**config.mk**
```make
export PLATFORM = sky130hd
export DESIGN_NAME = spi_cfg_master
export DESIGN_NICKNAME = d
export VERILOG_FILES = /design/src/rtl/spi_cfg_master.sv
export SDC_FILE = /design/constraint.sdc
export NUM_CORES = 1
export LEC_CHECK = 0
export CORE_MARGIN = 3
export CORE_UTILIZATION = 32
export CTS_BUF_LIST = sky130_fd_sc_hd__clkbuf_4
export DETAILED_ROUTE_END_ITERATION = 8
export GPL_TIMING_DRIVEN = 0
export PLACE_DENSITY_LB_ADDON = 0.2
export SLEW_MARGIN = 20
export SYNTH_ARGS = -nofsm -noshare
export SYNTH_HDL_FRONTEND = slang
export SYNTH_SLANG_ARGS = --single-unit
export TNS_END_PERCENT = 1
```
**constraint.sdc**
```tcl
create_clock -name clk -period 2.6 [get_ports clk]
set_input_delay 0.52 -clock clk [delete_from_list [all_inputs] [get_ports clk]]
set_output_delay 0.52 -clock clk [all_outputs]
set_load 0.005 [all_outputs]
```
**src/rtl/spi_cfg_master.sv**
```systemverilog
// SPI write-frame master: round-robin arbitration between two requesters,
// serialising {1, addr[6:0], data[7:0]} MSB first onto SCLK/nCS/COPI.
module spi_cfg_master #(
  parameter int CLK_DIV = 4,
  parameter int GAP     = 4
) (
  input  logic       clk,
  input  logic       rst_n,
  input  logic       req0_valid,
  input  logic [6:0] req0_addr,
  input  logic [7:0] req0_data,
  output logic       req0_ready,
  input  logic       req1_valid,
  input  logic [6:0] req1_addr,
  input  logic [7:0] req1_data,
  output logic       req1_ready,
  output logic       SCLK,
  output logic       nCS,
  output logic       COPI,
  output logic       busy,
  output logic       err_addr
);
  localparam int CW = (CLK_DIV > 1) ? $clog2(CLK_DIV) : 1;
  localparam int GW = (GAP > 1) ? $clog2(GAP) : 1;
  localparam logic [CW-1:0] CNT_MAX = CW'(CLK_DIV - 1);
  localparam logic [GW-1:0] GAP_MAX = GW'(GAP - 1);

  typedef enum logic [2:0] {S_IDLE, S_SETUP, S_BIT_HI, S_BIT_LO, S_GAP} state_t;

  state_t        state;
  logic          prio1;      // 1: req1 wins a tie (req0 was served last)
  logic [14:0]   shreg;
  logic [3:0]    bit_idx;
  logic          last;
  logic [CW-1:0] cnt;
  logic [GW-1:0] gcnt;
  logic          idle;
  logic          xfer;
  logic [6:0]    sel_addr;
  logic [7:0]    sel_data;

  assign idle       = (state == S_IDLE);
  assign req0_ready = rst_n && idle && req0_valid && (!req1_valid || !prio1);
  assign req1_ready = rst_n && idle && req1_valid && (!req0_valid ||  prio1);
  assign xfer       = req0_ready || req1_ready;
  assign sel_addr   = req1_ready ? req1_addr : req0_addr;
  assign sel_data   = req1_ready ? req1_data : req0_data;

  always_ff @(posedge clk or negedge rst_n) begin
    if (!rst_n) begin
      state    <= S_IDLE;
      prio1    <= 1'b0;
      shreg    <= '0;
      bit_idx  <= 4'd0;
      last     <= 1'b0;
      cnt      <= '0;
      gcnt     <= '0;
      SCLK     <= 1'b0;
      nCS      <= 1'b1;
      COPI     <= 1'b0;
      busy     <= 1'b0;
      err_addr <= 1'b0;
    end else begin
      err_addr <= 1'b0;
      case (state)
        S_IDLE: if (xfer) begin
          prio1   <= req0_ready;
          shreg   <= {sel_addr, sel_data};
          bit_idx <= 4'd15;
          last    <= 1'b0;
          cnt     <= '0;
          // Out-of-range writes are consumed but never reach the wire
          if (sel_addr > 7'h04) begin
            err_addr <= 1'b1;
          end else begin
            state <= S_SETUP;
            busy  <= 1'b1;
            nCS   <= 1'b0;
            COPI  <= 1'b1;
          end
        end
        S_SETUP: begin
          if (cnt == CNT_MAX) begin
            cnt   <= '0;
            state <= S_BIT_HI;
            SCLK  <= 1'b1;
          end else begin
            cnt <= cnt + 1'b1;
          end
        end
        S_BIT_HI: begin
          if (cnt == CNT_MAX) begin
            cnt   <= '0;
            state <= S_BIT_LO;
            SCLK  <= 1'b0;
            // After bit 0 the low phase is only a hold time
            if (bit_idx == 4'd0) begin
              COPI <= 1'b0;
              last <= 1'b1;
            end else begin
              COPI    <= shreg[14];
              shreg   <= {shreg[13:0], 1'b0};
              bit_idx <= bit_idx - 4'd1;
            end
          end else begin
            cnt <= cnt + 1'b1;
          end
        end
        S_BIT_LO: begin
          if (cnt == CNT_MAX) begin
            cnt <= '0;
            if (last) begin
              nCS   <= 1'b1;
              gcnt  <= '0;
              state <= S_GAP;
            end else begin
              SCLK  <= 1'b1;
              state <= S_BIT_HI;
            end
          end else begin
            cnt <= cnt + 1'b1;
          end
        end
        S_GAP: begin
          if (gcnt == GAP_MAX) begin
            state <= S_IDLE;
            busy  <= 1'b0;
          end else begin
            gcnt <= gcnt + 1'b1;
          end
        end
        default: state <= S_IDLE;
      endcase
    end
  end
endmodule

```
=== Word level (Yosys, flattened, before mapping) ===
Index checks and enable logic that the tools add are counted.

* Multipliers: 0
* Multiplexer cells: 49
* Add/sub/neg operators: 3
* Reductions and logical operators: 30
* Divide/modulo/power cells: 0
* Bitwise logic cells: 0
* Shifts and indexed selects: 0
* Equality and inequality tests: 17
* $lt $le $gt $ge: 1

{| class="wikitable"
|+ Operators with widths
! cell !! number
|-
| two-way mux 15 bit || 3
|-
| case mux 15 bit (2 select lines) || 1
|-
| two-way mux 3 bit || 7
|-
| != test 2 bit, second input constant || 10
|-
| AND reduction 4 bit || 5
|-
| two-way mux 1 bit || 19
|-
| case mux 3 bit (5 select lines) || 1
|-
| two-way mux 4 bit || 3
|-
| two-way mux 2 bit || 5
|-
| AND reduction 5 bit || 2
|-
| nonzero test 2 bit || 5
|-
| two-way mux 8 bit || 1
|-
| case mux 1 bit (2 select lines) || 4
|-
| case mux 2 bit (2 select lines) || 2
|-
| case mux 4 bit (2 select lines) || 1
|-
| greater-than comparator 7 x 3 -> 1 bit, second input constant || 1
|-
| two-way mux 7 bit || 1
|-
| == test 3 x 2 -> 1 bit, second input constant || 2
|-
| AND reduction 6 bit || 1
|-
| logical AND 1 bit || 5
|-
| adder 2 x 1 -> 2 bit, second input constant || 2
|-
| == test 2 bit, second input constant || 2
|-
| logical NOT 4 bit || 1
|-
| AND reduction 2 bit || 2
|-
| other kinds (10) || 14
|}

* Bits in read-only memories: 0
* Logic and storage cells: 112
* RAM bits: 0
* Memories kept: 0
* Output and inout bits: 7
* Register bits: 33
* Latch bits: 0
* Bits of input ports: 34

=== Logic depth before layout (Yosys ltp) ===
* Depth after elaboration: 9
* Mapped depth: 8
* Mapped depth without buffers: 6

=== Least setup slack after synthesis ===
No wires, ideal clock.

* Path type: reg2reg
* Start: reg bit_idx[0]
* End: reg shreg[13]
* Period minus slack after synthesis: 1.884 ns
* Cell stages (with the launch flop): 9
* Data arrival time: 1.757 ns
* Path slack: 0.716 ns
* Library setup time: 0.127 ns
* Path buffers: 2
* Required time: 2.473 ns
* Path through: dfrtp_1 -> inv_1 -> ha_1 -> or3b_2 -> nand4_2 -> and2_1 -> buf_6 -> buf_8 -> o31ai_4

* Longest elaborated chain between the ends: 3

{| class="wikitable"
|+ Ends and longest elaborated chain
! element !! line !! RTL
|-
| from (decl) || 33 || <nowiki>logic [3:0] bit_idx;</nowiki>
|-
| from (signal assigned) || 103 || <nowiki>bit_idx <= bit_idx - 4'd1;</nowiki>
|-
| logical NOT 4 bit || 97 || <nowiki>if (bit_idx == 4'd0) begin</nowiki>
|-
| != test 2 bit (no line) || n/a ||
|-
| AND reduction 4 bit (no line) || n/a ||
|-
| to (signal assigned) || 68 || <nowiki>shreg <= {sel_addr, sel_data};</nowiki>
|-
| to (signal assigned) || 102 || <nowiki>shreg <= {shreg[13:0], 1'b0};</nowiki>
|-
| to (decl) || 32 || <nowiki>logic [14:0] shreg;</nowiki>
|}

No other way between the ends.
A chain may end at the register's enable or synchronous reset.

=== Final worst setup path ===
* Start: reg state[2]
* End: out req1_ready

* Longest elaborated chain between the ends: 4

{| class="wikitable"
|+ Ends and longest elaborated chain
! element !! line !! RTL
|-
| from (decl) || 30 || <nowiki>state_t state;</nowiki>
|-
| from (signal assigned) || 51 || <nowiki>state <= S_IDLE;</nowiki>
|-
| from (signal assigned) || 76 || <nowiki>state <= S_SETUP;</nowiki>
|-
| from (signal assigned) || 85 || <nowiki>state <= S_BIT_HI;</nowiki>
|-
| logical NOT 3 bit || 42 || <nowiki>assign idle = (state == S_IDLE);</nowiki>
|-
| logical AND 1 bit (3 in a row) || 44 || <nowiki>assign req1_ready = rst_n && idle && req1_valid && (!req0_valid || prio1);</nowiki>
|-
| to (decl) || 16 || <nowiki>output logic req1_ready,</nowiki>
|}

No other way between the ends.

==> summary.md <==
| Metric | Value |
|---|---|
| Worst vdd ir | `0.332 mV` |
| Core Util, Final | `44.2%` |
| GP Congestion | `0.811` |
| Post-synth net total | `262` |
| Final non-filler cell total | `352` |
| Total grt overflow | `0` |
| Root buffer cell | `clkbuf_4` |
| Vias in the first global route | `1738` |
| Vias after detailed routing | `1809` |
| Highest Signal Layer | `met4` |
| Maximum clock frequency | `427 MHz` |
| Worst EP arrival | `1.82 ns` |
| Total CTS buffers | `5` |
| Seq/Total Area, Yosys | `39.1%` |
| # IOs | `41` |
| Max FO, Critical Path | `9` |
| Setup CP Type | `flop to output port` |
| Fin crit share | `90.2%` |
| Final Slew Violations | `0` |
| Power Total | `2.07 mW` |
| Placed cells | `340` |
| Worst hold slack | `0.0541 ns` |
| Fill count | `647` |
| Detail-routed via count per cell | `5.14` |
| Average routed wire per standard cell | `14.1 um` |
| Initial Util | `34.3%` |
| GRT Util Overall | `14.2%` |
| Predominant post-synthesis flop cell | `dfrtp_1` |
| Met3 routed wirelength | `211 um` |
| Clk_skew | `0.0114 ns` |
| # Max-Cap Violations | `0` |
| Post-Route WL | `4.98 mm` |
| DRT Pass-1 Iters | `4` |
| PwrDens | `759 mW/mm2` |
| Synth unique cells | `45` |
| Number of flops mapped to enable cells by yosys | `0` |
| NumNets Final | `313` |
| Synth Area per Inst | `9.39 um2` |
| First-pass GRT wire length | `8.47 mm` |
| Largest net degree at the start of global routing | `20` |
| Largest cells by area after synthesis | `dfrtp_1, o31ai_4, a31oi_1` |
| Critical path, cell by cell | `buf_6 > nor4b_4 > and3_1 > buf_8 > dlygate4sd2_1` |
| Placement row count | `28` |
| Routed Antenna Nets | `0` |
| Initial antenna violation count | `0` |
| DIE AREA | `0.00762 mm2` |
| DIE WIDTH | `87.3 um` |
| Fraction of registers with async set/reset | `100%` |
| Post-place setup slack | `-0.568 ns` |
| CP Data Required Time | `2.08 ns` |
| Cells after synthesis | `225` |
| Setup crit start | `state[2]$_DFFE_PN0P_` |
| Top-area cell type share of the netlist area | `37.9%` |
| Final WS setup | `0.255 ns` |
| Final Critical Period | `2.34 ns` |
| Hold Fails Final Rpt | `0` |
| Top cells by count, synth | `dfrtp_1, nor2_1, inv_1` |
| Outcome | `completed` |
| Crit end category | `output port` |
| WP buf/inv | `3` |
| CTS H-tree lvls | `2` |
| Metal-1 WL | `2.46 mm` |
| Sw Share | `39.2%` |
| Placeable Area | `0.00617 mm2` |
| Pleak | `1.17 nW` |
| Combinational power share | `47.6%` |
| First DRT Iteration DRCs | `76` |
| Crit path launch type | `flop` |
| Layout area overhead | `28.9%` |
| Worst Hold Class | `input pin to async pin` |
| Die Span Y | `87.3 um` |
| Yosys reg bits | `33` |
| CTS sink cnt | `33` |
| Top-count cell post-synth | `dfrtp_1` |
| Diodes inserted | `0` |
| Drt drc | `0` |
| Delay of the slowest critical-path stage | `0.39 ns` |
| Slowest cell on the critical path | `dfrtp_1` |
| CTS tree | `done` |
| Clk buf depth | `2` |
| Clk pin slew, worst setup/hold paths | `0.11 ns` |
| Worst-Margin Slew | `0.715 ns` |
| Clock power share | `13.7%` |
| CP top delay family | `simple AND/OR/NAND/NOR gates` |
| Yosys top cell by area | `dfrtp_1` |
| Unrepaired setup endpoints after global routing | `false` |
| Share of cells above drive strength 1 | `16.6%` |
| Relative slew slack | `52.1%` |
| Internal power | `1.26 mW` |
| Endpoints failing setup | `0` |
| Worst skew pair latency | `0.34 ns` |
| Port Buffers | `39` |
| DR WL met2 | `2.21 mm` |
| RR Startpoint | `state[2]$_DFFE_PN0P_` |
| Reg power frac | `38.7%` |
| Final HPWL DP | `3.78 mm` |
| Cell Area, Synth | `0.00211 mm2` |
| Switch Pwr | `0.810 mW` |
| YS warnings | `0` |
-- worst reg2reg max path: cells and delay by family (launching register included) --
family,cells,cell delay (ns)
compound gates,1,0.26
buf+inv,3,0.48
flops,1,0.39
mux,1,0.43
simple gates,2,0.63
-- sequential cells by signal, indices dropped and copies added (netlist names), 2 cells and up --
name,cells
shreg,15
state,3
cnt,2
bit_idx,4
gcnt,2
-- through the flow --
stage | cell area [um2] | setup TNS (ns)
6_report | 2720 | 0
5_1_grt | 2720 | 0
4_1_cts | 2710 | 0
3_5_place_dp | 2620 | -1.33
3_3_place_gp | 2600 | -34.96
2_1_floorplan | 2110 | 0
-- area by class of cell --
class | instances | area (um2) | area share (%)
Buffer | 16 | 119 | 4.36
Clock buffer | 5 | 37.5 | 1.38
Clock inverter | 3 | 12.5 | 0.459
Inverter | 21 | 78.8 | 2.89
Multi-Input combinational cell | 154 | 1090 | 40.1
Sequential cell | 33 | 827 | 30.4
Tap cell | 75 | 93.8 | 3.45
Timing Repair Buffer | 45 | 464 | 17.0
-- path summary, 6_finish.rpt --
kind | end | slack (ns) | cells past startpoint
min | SCLK$_DFFE_PN0P_ | 0.05 | 2
min in group clk | shreg[0]$_DFFE_PN0P_ | 0.51 | 1
min reg2reg | shreg[0]$_DFFE_PN0P_ | 0.51 | 1
max reg2reg | COPI$_DFFE_PN0P_ | 0.33 | 7
max in group asynchronous | shreg[0]$_DFFE_PN0P_ | 1.38 | 2
max | req1_ready | 0.26 | 5
-- timing repair --
item	CTS	global route
hold buffers	1	0
hold endpoints to repair	16	0
pin swaps	2	1
setup buffers	3	1
setup endpoints to repair	2	1
resized for setup	8	1
-- per-layer routing --
metal / vias to the layer above / GRT usage, %
met3: 7 / 2.93
met1: 836 / 19.8
met5: - / 0
li1: 924 / -
met2: 42 / 21.2
met4: 0 / 5.86
-- logic make-up (layout without fill, tap and decap cells) --
logic type,Yosys count,count (layout),synth area share (%)
AOI/OAI and AO/OA,68,68,28.4
and+or+nand+nor,81,81,20.4
buffers and inverters,38,90,9.24
adders and majority gates,3,3,1.78
DFF,33,33,39.1
muxes,2,2,1.01
-- cell usage in the layout, fill, tap and decap left out, drive strengths merged, types with 12 or more instances in the layout --
master,count
a211oi,15
nand2,13
dfrtp,32
clkbuf,12
o31ai,15
nor2,25
clkdlybuf4s50,36
nand3,17
buf,15
inv,21
a31oi,17
-- power by group through the flow --
stage	registers, mW	clock network [mW]	logic (mW)
final	0.800	0.282	0.985
after global routing	0.827	0.315	1.10
after CTS	0.801	0.301	0.990
after detailed placement	0.811	0	0.963
after global placement	0.807	0	0.948
after floorplan	0.786	0	0.715
(Power assumes the default switching activity.)
